===== src/rtl/lbp_pkg.sv =====
// rtl/lbp_pkg.sv - shared constants and helpers for the LBP pipeline
package lbp_pkg;

    localparam int P      = 8;
    localparam int FRAC_W = 16;
    localparam int PIX_W  = 8;
    localparam int SAMP_W = PIX_W + FRAC_W;

    localparam logic [3:0] RIU2_NONUNIFORM = 4'd9;

    // Neighbour indices, counter-clockwise from 0 degrees
    localparam int NB_0DEG   = 1;
    localparam int NB_45DEG  = 2;
    localparam int NB_90DEG  = 3;
    localparam int NB_135DEG = 4;
    localparam int NB_180DEG = 5;
    localparam int NB_225DEG = 6;
    localparam int NB_270DEG = 7;
    localparam int NB_315DEG = 8;

    function automatic logic [3:0] popcount8(input logic [P-1:0] v);
        logic [3:0] n;
        n = 4'd0;
        for (int i = 0; i < P; i++) begin
            n = n + {3'd0, v[i]};
        end
        return n;
    endfunction

endpackage


===== src/rtl/lbp_uniform_map.sv =====
// rtl/lbp_uniform_map.sv - maps an LBP code to its riu2 label and uniform flag
module lbp_uniform_map
    import lbp_pkg::*;
(
    input  logic [P-1:0] code,
    output logic [3:0]   riu2,
    output logic         uniform
);

    logic [P-1:0] code_rot;
    logic [3:0]   trans;
    logic [3:0]   ones;

    // Rotating by one and XORing marks every circular 0/1 transition
    assign code_rot = {code[0], code[P-1:1]};
    assign trans    = popcount8(code ^ code_rot);
    assign ones     = popcount8(code);

    // Uniform patterns keep their popcount; everything else collapses to one label
    always_comb begin
        uniform = (trans <= 4'd2);
        riu2    = uniform ? ones : RIU2_NONUNIFORM;
    end

endmodule


===== src/rtl/lbp_code_gen.sv =====
// rtl/lbp_code_gen.sv - LBP code, riu2 label and frame pixel count generator
module lbp_code_gen
    import lbp_pkg::*;
#(
    parameter int CENTER_DLY = 3,
    parameter int CNT_W      = 20
) (
    input  logic                clk,
    input  logic                rst_n,
    input  logic                done_i,
    input  logic                progress_done_i,
    input  logic [PIX_W-1:0]    center_i,
    input  logic [SAMP_W-1:0]   S1_i,
    input  logic [SAMP_W-1:0]   S2_i,
    input  logic [SAMP_W-1:0]   S3_i,
    input  logic [SAMP_W-1:0]   S4_i,
    input  logic [SAMP_W-1:0]   S5_i,
    input  logic [SAMP_W-1:0]   S6_i,
    input  logic [SAMP_W-1:0]   S7_i,
    input  logic [SAMP_W-1:0]   S8_i,
    output logic [P-1:0]        code_o,
    output logic [3:0]          riu2_o,
    output logic                uniform_o,
    output logic                valid_o,
    output logic                progress_done_o,
    output logic [CNT_W-1:0]    pixel_cnt_o
);

    logic [PIX_W-1:0]  center_d;
    logic [SAMP_W-1:0] samp [P];
    logic [SAMP_W-1:0] center_ref;
    logic [P-1:0]      code_nxt;
    logic [P-1:0]      code_r;
    logic              done_r;
    logic              pd_r;
    logic [3:0]        riu2_nxt;
    logic              uniform_nxt;
    logic              clr_pend;

    generate
        if (CENTER_DLY == 0) begin : g_no_dly
            assign center_d = center_i;
        end else begin : g_dly
            logic [PIX_W-1:0] dly [CENTER_DLY];

            // Centre pixel shift register matching the interpolator latency
            always_ff @(posedge clk or negedge rst_n) begin
                if (!rst_n) begin
                    for (int i = 0; i < CENTER_DLY; i++) begin
                        dly[i] <= '0;
                    end
                end else begin
                    dly[0] <= center_i;
                    for (int i = 1; i < CENTER_DLY; i++) begin
                        dly[i] <= dly[i-1];
                    end
                end
            end

            assign center_d = dly[CENTER_DLY-1];
        end
    endgenerate

    assign samp[NB_0DEG-1]   = S1_i;
    assign samp[NB_45DEG-1]  = S2_i;
    assign samp[NB_90DEG-1]  = S3_i;
    assign samp[NB_135DEG-1] = S4_i;
    assign samp[NB_180DEG-1] = S5_i;
    assign samp[NB_225DEG-1] = S6_i;
    assign samp[NB_270DEG-1] = S7_i;
    assign samp[NB_315DEG-1] = S8_i;

    // Centre widened to 8.16 so fractional neighbour bits take part in the compare
    assign center_ref = {center_d, {FRAC_W{1'b0}}};

    // Thresholding of each neighbour against the centre; equality counts as set
    always_comb begin
        code_nxt = '0;
        for (int k = 0; k < P; k++) begin
            code_nxt[k] = (samp[k] >= center_ref);
        end
    end

    // Stage 1: raw code and strobes
    always_ff @(posedge clk or negedge rst_n) begin
        if (!rst_n) begin
            code_r <= '0;
            done_r <= 1'b0;
            pd_r   <= 1'b0;
        end else begin
            code_r <= code_nxt;
            done_r <= done_i;
            pd_r   <= progress_done_i;
        end
    end

    lbp_uniform_map u_map (
        .code    (code_r),
        .riu2    (riu2_nxt),
        .uniform (uniform_nxt)
    );

    // Stage 2: labelled outputs and delayed strobes
    always_ff @(posedge clk or negedge rst_n) begin
        if (!rst_n) begin
            code_o          <= '0;
            riu2_o          <= '0;
            uniform_o       <= 1'b0;
            valid_o         <= 1'b0;
            progress_done_o <= 1'b0;
        end else begin
            code_o          <= code_r;
            riu2_o          <= riu2_nxt;
            uniform_o       <= uniform_nxt;
            valid_o         <= done_r;
            progress_done_o <= pd_r;
        end
    end

    // Frame pixel counter; the end-of-frame pixel is shown for one cycle before the clear
    always_ff @(posedge clk or negedge rst_n) begin
        if (!rst_n) begin
            pixel_cnt_o <= '0;
            clr_pend    <= 1'b0;
        end else begin
            clr_pend <= progress_done_o;
            if (clr_pend) begin
                pixel_cnt_o <= valid_o ? CNT_W'(1) : '0;
            end else if (valid_o && (pixel_cnt_o != {CNT_W{1'b1}})) begin
                pixel_cnt_o <= pixel_cnt_o + CNT_W'(1);
            end
        end
    end

endmodule


===== config.mk =====
export PLATFORM = sky130hd
export DESIGN_NAME = lbp_code_gen
export DESIGN_NICKNAME = d
export VERILOG_FILES = /design/src/rtl/lbp_pkg.sv /design/src/rtl/lbp_uniform_map.sv /design/src/rtl/lbp_code_gen.sv
export SDC_FILE = /design/constraint.sdc
export NUM_CORES = 1
export LEC_CHECK = 0
export CAP_MARGIN = 20
export CORE_ASPECT_RATIO = 0.8
export CORE_MARGIN = 5
export CORE_UTILIZATION = 40
export CTS_CLUSTER_SIZE = 28
export DETAILED_ROUTE_END_ITERATION = 10
export PLACE_DENSITY = 0.91
export SYNTH_ARGS = -nofsm -noshare
export SYNTH_HDL_FRONTEND = slang
export SYNTH_SLANG_ARGS = --single-unit

===== constraint.sdc =====
create_clock -name clk -period 4.4 [get_ports clk]
set_input_delay 1.1 -clock clk [delete_from_list [all_inputs] [get_ports clk]]
set_output_delay 1.1 -clock clk [all_outputs]
set_load 0.05 [all_outputs]

==> flow_summary.toml <==
[run_status]
status = "complete, no violations"

[synth]
synth.mux.area_fraction_pct = 0.448
syn_inst = 418
synth_warnings = 0
synth_cell_types = 43
async_flop_share_pct = 100
synth_seq_cells = 70
synth_compound_area_share_pct = 10.5
synthSimpleGateAreaFrac_pct = 19.6
seq_area_frac_synth_pct = 39.2
synth_top_family_by_area = "adder cells"
avgSynthCellArea_sq_um = 10.7
synthesis.nets = 700
synth_xor_area_share_pct = 3.92
synthFlopType = "dfrtp_1"
synth_edf_count = 0
synth_fa_ha_area_share_pct = 23.2
synth_area_sq_um = 4470

[place]
io_buffers = 238
gp_congestion = 0.932
hpwl_mm = 12.3

[clocking]
hold_buffers = 0
cts_root_buf = "clkbuf_16"
cts_inserted_buffers = 9
cts_setup_buffers = 0
cts_max_level = 3
cts_buffer_depth = 2
clock_latency_ns = 0.33
ctsResizeCount = 0
cts_tree = "yes"
clkSinkCount = 70
clkSlewWorstSetupHoldPaths_ns = 0.06

[floorplan]
die_w_microns = 128
rows = 34
core-area_sq_um = 10900
die_h_microns = 105
die-area_sq_um = 13400
num_io_pins = 239
initial_utilization_pct = 41.1

[routing]
dr.pass1.iters = 4
vias_per_cell = 5.23
first_iter_violations = 187
num_vias = 4250
drc = 0
wl_per_cell_microns = 18.3
drtAntennaViolNets = 0
totalWireLength_mm = 14.8

[worst_setup_path]
cp.arrival_ns = 3.73
worst_path_max_delay_cell = "fa_1"
end_kind = "flip-flop"
slowest_delay_ns = 0.52
critical_path.top_delay_family = "adder cells"
cpMostUsedCell = "fa_1"
cp_max_fo = 5
worstPathCellList = "xnor2_1, fa_1, fa_1, fa_1, fa_1, nor3_1, mux2i_1, or3_1"
critical_path_class = "reg -> reg"
cp_num_buf_inv = 0
start_kind = "flip-flop"
worst-endpoint-required_ns = 4.60

[final_layout]
final_layout_size_suffix_gt1_share_pct = 4.19
post-route-util_pct = 67.1
syn_to_final_growth_pct = 63.4
antenna-diode-count = 0
layout.nets = 945

[power_and_ir_drop]
powerDensity_nw_per_um2 = 308
p_clk_share_pct = 31.6
p_leak_nw = 3.11
seqPwrFrac_pct = 32.8
p_int_mw = 1.54
p_sw_share_pct = 31.6
p_sw_mw = 0.712
vdd.ir_drop.worst_mv = 0.197
combinationalPowerShare_pct = 35.7

[grt]
grt_pass1_wl_mm = 23.5
grt.overflow.total = 0
grt_antenna_before_repair = 0
grt_pass1_vias = 4612
grt_max_degree = 71
grt_usage_pct = 22.0

[job]
cap_violations = 0

[sta]
finalCriticalPeriod_ns = 3.52
fmax_ghz = 0.284
worst_pin_slew_ns = 0.848
fin_setup_tns_ns = 0
maxSlewViolCount = 0
rsz0062_at_grt = "false"
worst_clock_skew_ns = 0.00368
setup_violations = 0
post-route-period-util_pct = 80.0
relSlewSlack_pct = 43.5
hold_viol = 0

[worst_hold_path]
hold_class = "reg -> reg"
## synthesized netlist by cell type, types with 2 or more instances
cell	number	area share, %
a2111oi_0	8	1.6
a21o_1	8	1.3
a21oi_1	15	1.7
and3_1	4	0.56
and4_1	4	0.78
clkbuf_1	3	0.25
dfrtp_1	70	39
fa_1	8	3.6
ha_1	70	20
inv_1	31	2.6
mux2i_1	2	0.45
nand2_1	12	1.0
nand2b_1	9	1.3
nand3_1	9	1.0
nand4_1	8	1.1
nand4_2	2	0.56
nand4b_1	8	1.6
nor2_1	23	1.9
nor2b_1	9	1.3
nor3_1	16	1.8
nor4_1	19	2.7
nor4b_1	8	1.6
o2111ai_1	8	1.6
o211ai_2	3	0.84
o21ai_0	18	2.0
o21ai_4	2	0.73
or3_1	3	0.42
or4_1	5	0.84
xnor2_1	11	2.2
xor2_1	9	1.8
## final timing paths
kind / end / from / depth (start not counted) / slack, ns
worst min register to register: center_d[0] / g_dly.dly[8] / 0 / 0.35
min in group asynchronous: pixel_cnt_o[15] / rst_n / 1 / 0.86
worst max register to register: riu2_o[0] / code_r[2] / 8 / 0.88
worst min-delay path: center_d[0] / g_dly.dly[8] / 0 / 0.35
max in group asynchronous: code_o[7] / rst_n / 1 / 2.96
worst max-delay path: riu2_o[0] / code_r[2] / 8 / 0.88
## per-stage QoR
stage | setup slack (ns) | cell area [sq um] | cells | total power [mW] | hold slack (ns)
finish | 0.879 | 7310 | 812 | 2.25 | 0.347
global route | 0.764 | 7310 | 812 | 2.40 | 0.349
CTS | 0.890 | 7310 | 812 | 2.28 | 0.347
detailed placement | 0.966 | 7010 | 796 | 1.55 | 0.335
global placement | 1.09 | 7010 | 796 | 1.50 | 0.333
floorplan | 1.19 | 4470 | 418 | 1.17 | 0.331
## power by group through the flow
stage | registers (mW) | logic, mW | clock network [mW]
floorplan | 0.843 | 0.329 | 0
global placement | 0.745 | 0.756 | 0
detailed placement | 0.749 | 0.798 | 0
CTS | 0.738 | 0.809 | 0.729
global route | 0.745 | 0.897 | 0.760
finish | 0.737 | 0.802 | 0.710
## cells in the final DEF (no fill, tap or decap), drive strengths merged
cell type	count
nor3	17
a311oi	1
bufinv	1
fa	8
nor4	20
nor4b	8
xnor2	11
a21oi	15
mux2i	2
clkinv	5
nand4b	8
o2111ai	8
or2	1
inv	32
clkinvlp	1
nand2b	9
nand2	12
clkbuf	9
o211ai	4
and3	4
a2111oi	8
and3b	1
a21o	8
a211oi	1
xor2	9
or3	3
clkdlybuf4s50	237
nand4	10
dfrtp	70
buf	1
and4	4
nand3	9
o21ai	21
a31oi	1
nand3b	1
or4	6
ha	70
nor2	23
nor2b	9
## cell type report
cell class | count | area, sq um
clock buffers | 9 | 225
clock inverters | 7 | 73.8
fillers | 869 | 3580
inverters | 32 | 120
multi-input cells | 312 | 2580
flip-flops and latches | 70 | 1750
well taps | 144 | 180
repair buffers | 238 | 2380
## metal layers
| metal | GRT usage (%) | wire (microns) | vias up |
|---|---|---|---|
| met5 | 0 | 0 | - |
| met4 | 5.76 | 234 | 0 |
| met3 | 5.66 | 1030 | 21 |
| met2 | 40.1 | 7660 | 145 |
| met1 | 25.5 | 5910 | 2037 |
| li1 | - | - | 2047 |
## state kept, by name, summed over array words and instances, names as in the netlist
signal           flops
pixel_cnt_o         20
g_dly.dly           16
center_d             8
code_o               8
code_r               8
riu2_o               4
clr_pend             1
done_r               1
pd_r                 1
progress_done_o      1
uniform_o            1
valid_o              1
## worst reg2reg max path, stage by stage, from the launching register on
cell and delay, ns:
dfrtp_1 0.45, xnor2_1 0.33, fa_1 0.51, fa_1 0.52, fa_1 0.49, fa_1 0.40
nor3_1 0.19, mux2i_1 0.15, or3_1 0.36
## cell families (layout without fill, tap and decap cells)
family,Yosys count,after routing
muxes,2,2
DFF,70,70
and+or+nand+nor,145,145
AOI/OAI and AO/OA,67,67
xor gates and xnor gates,20,20
buffers and inverters,36,286
adders and majority gates,78,78
Power figures use the tool's default switching activity.
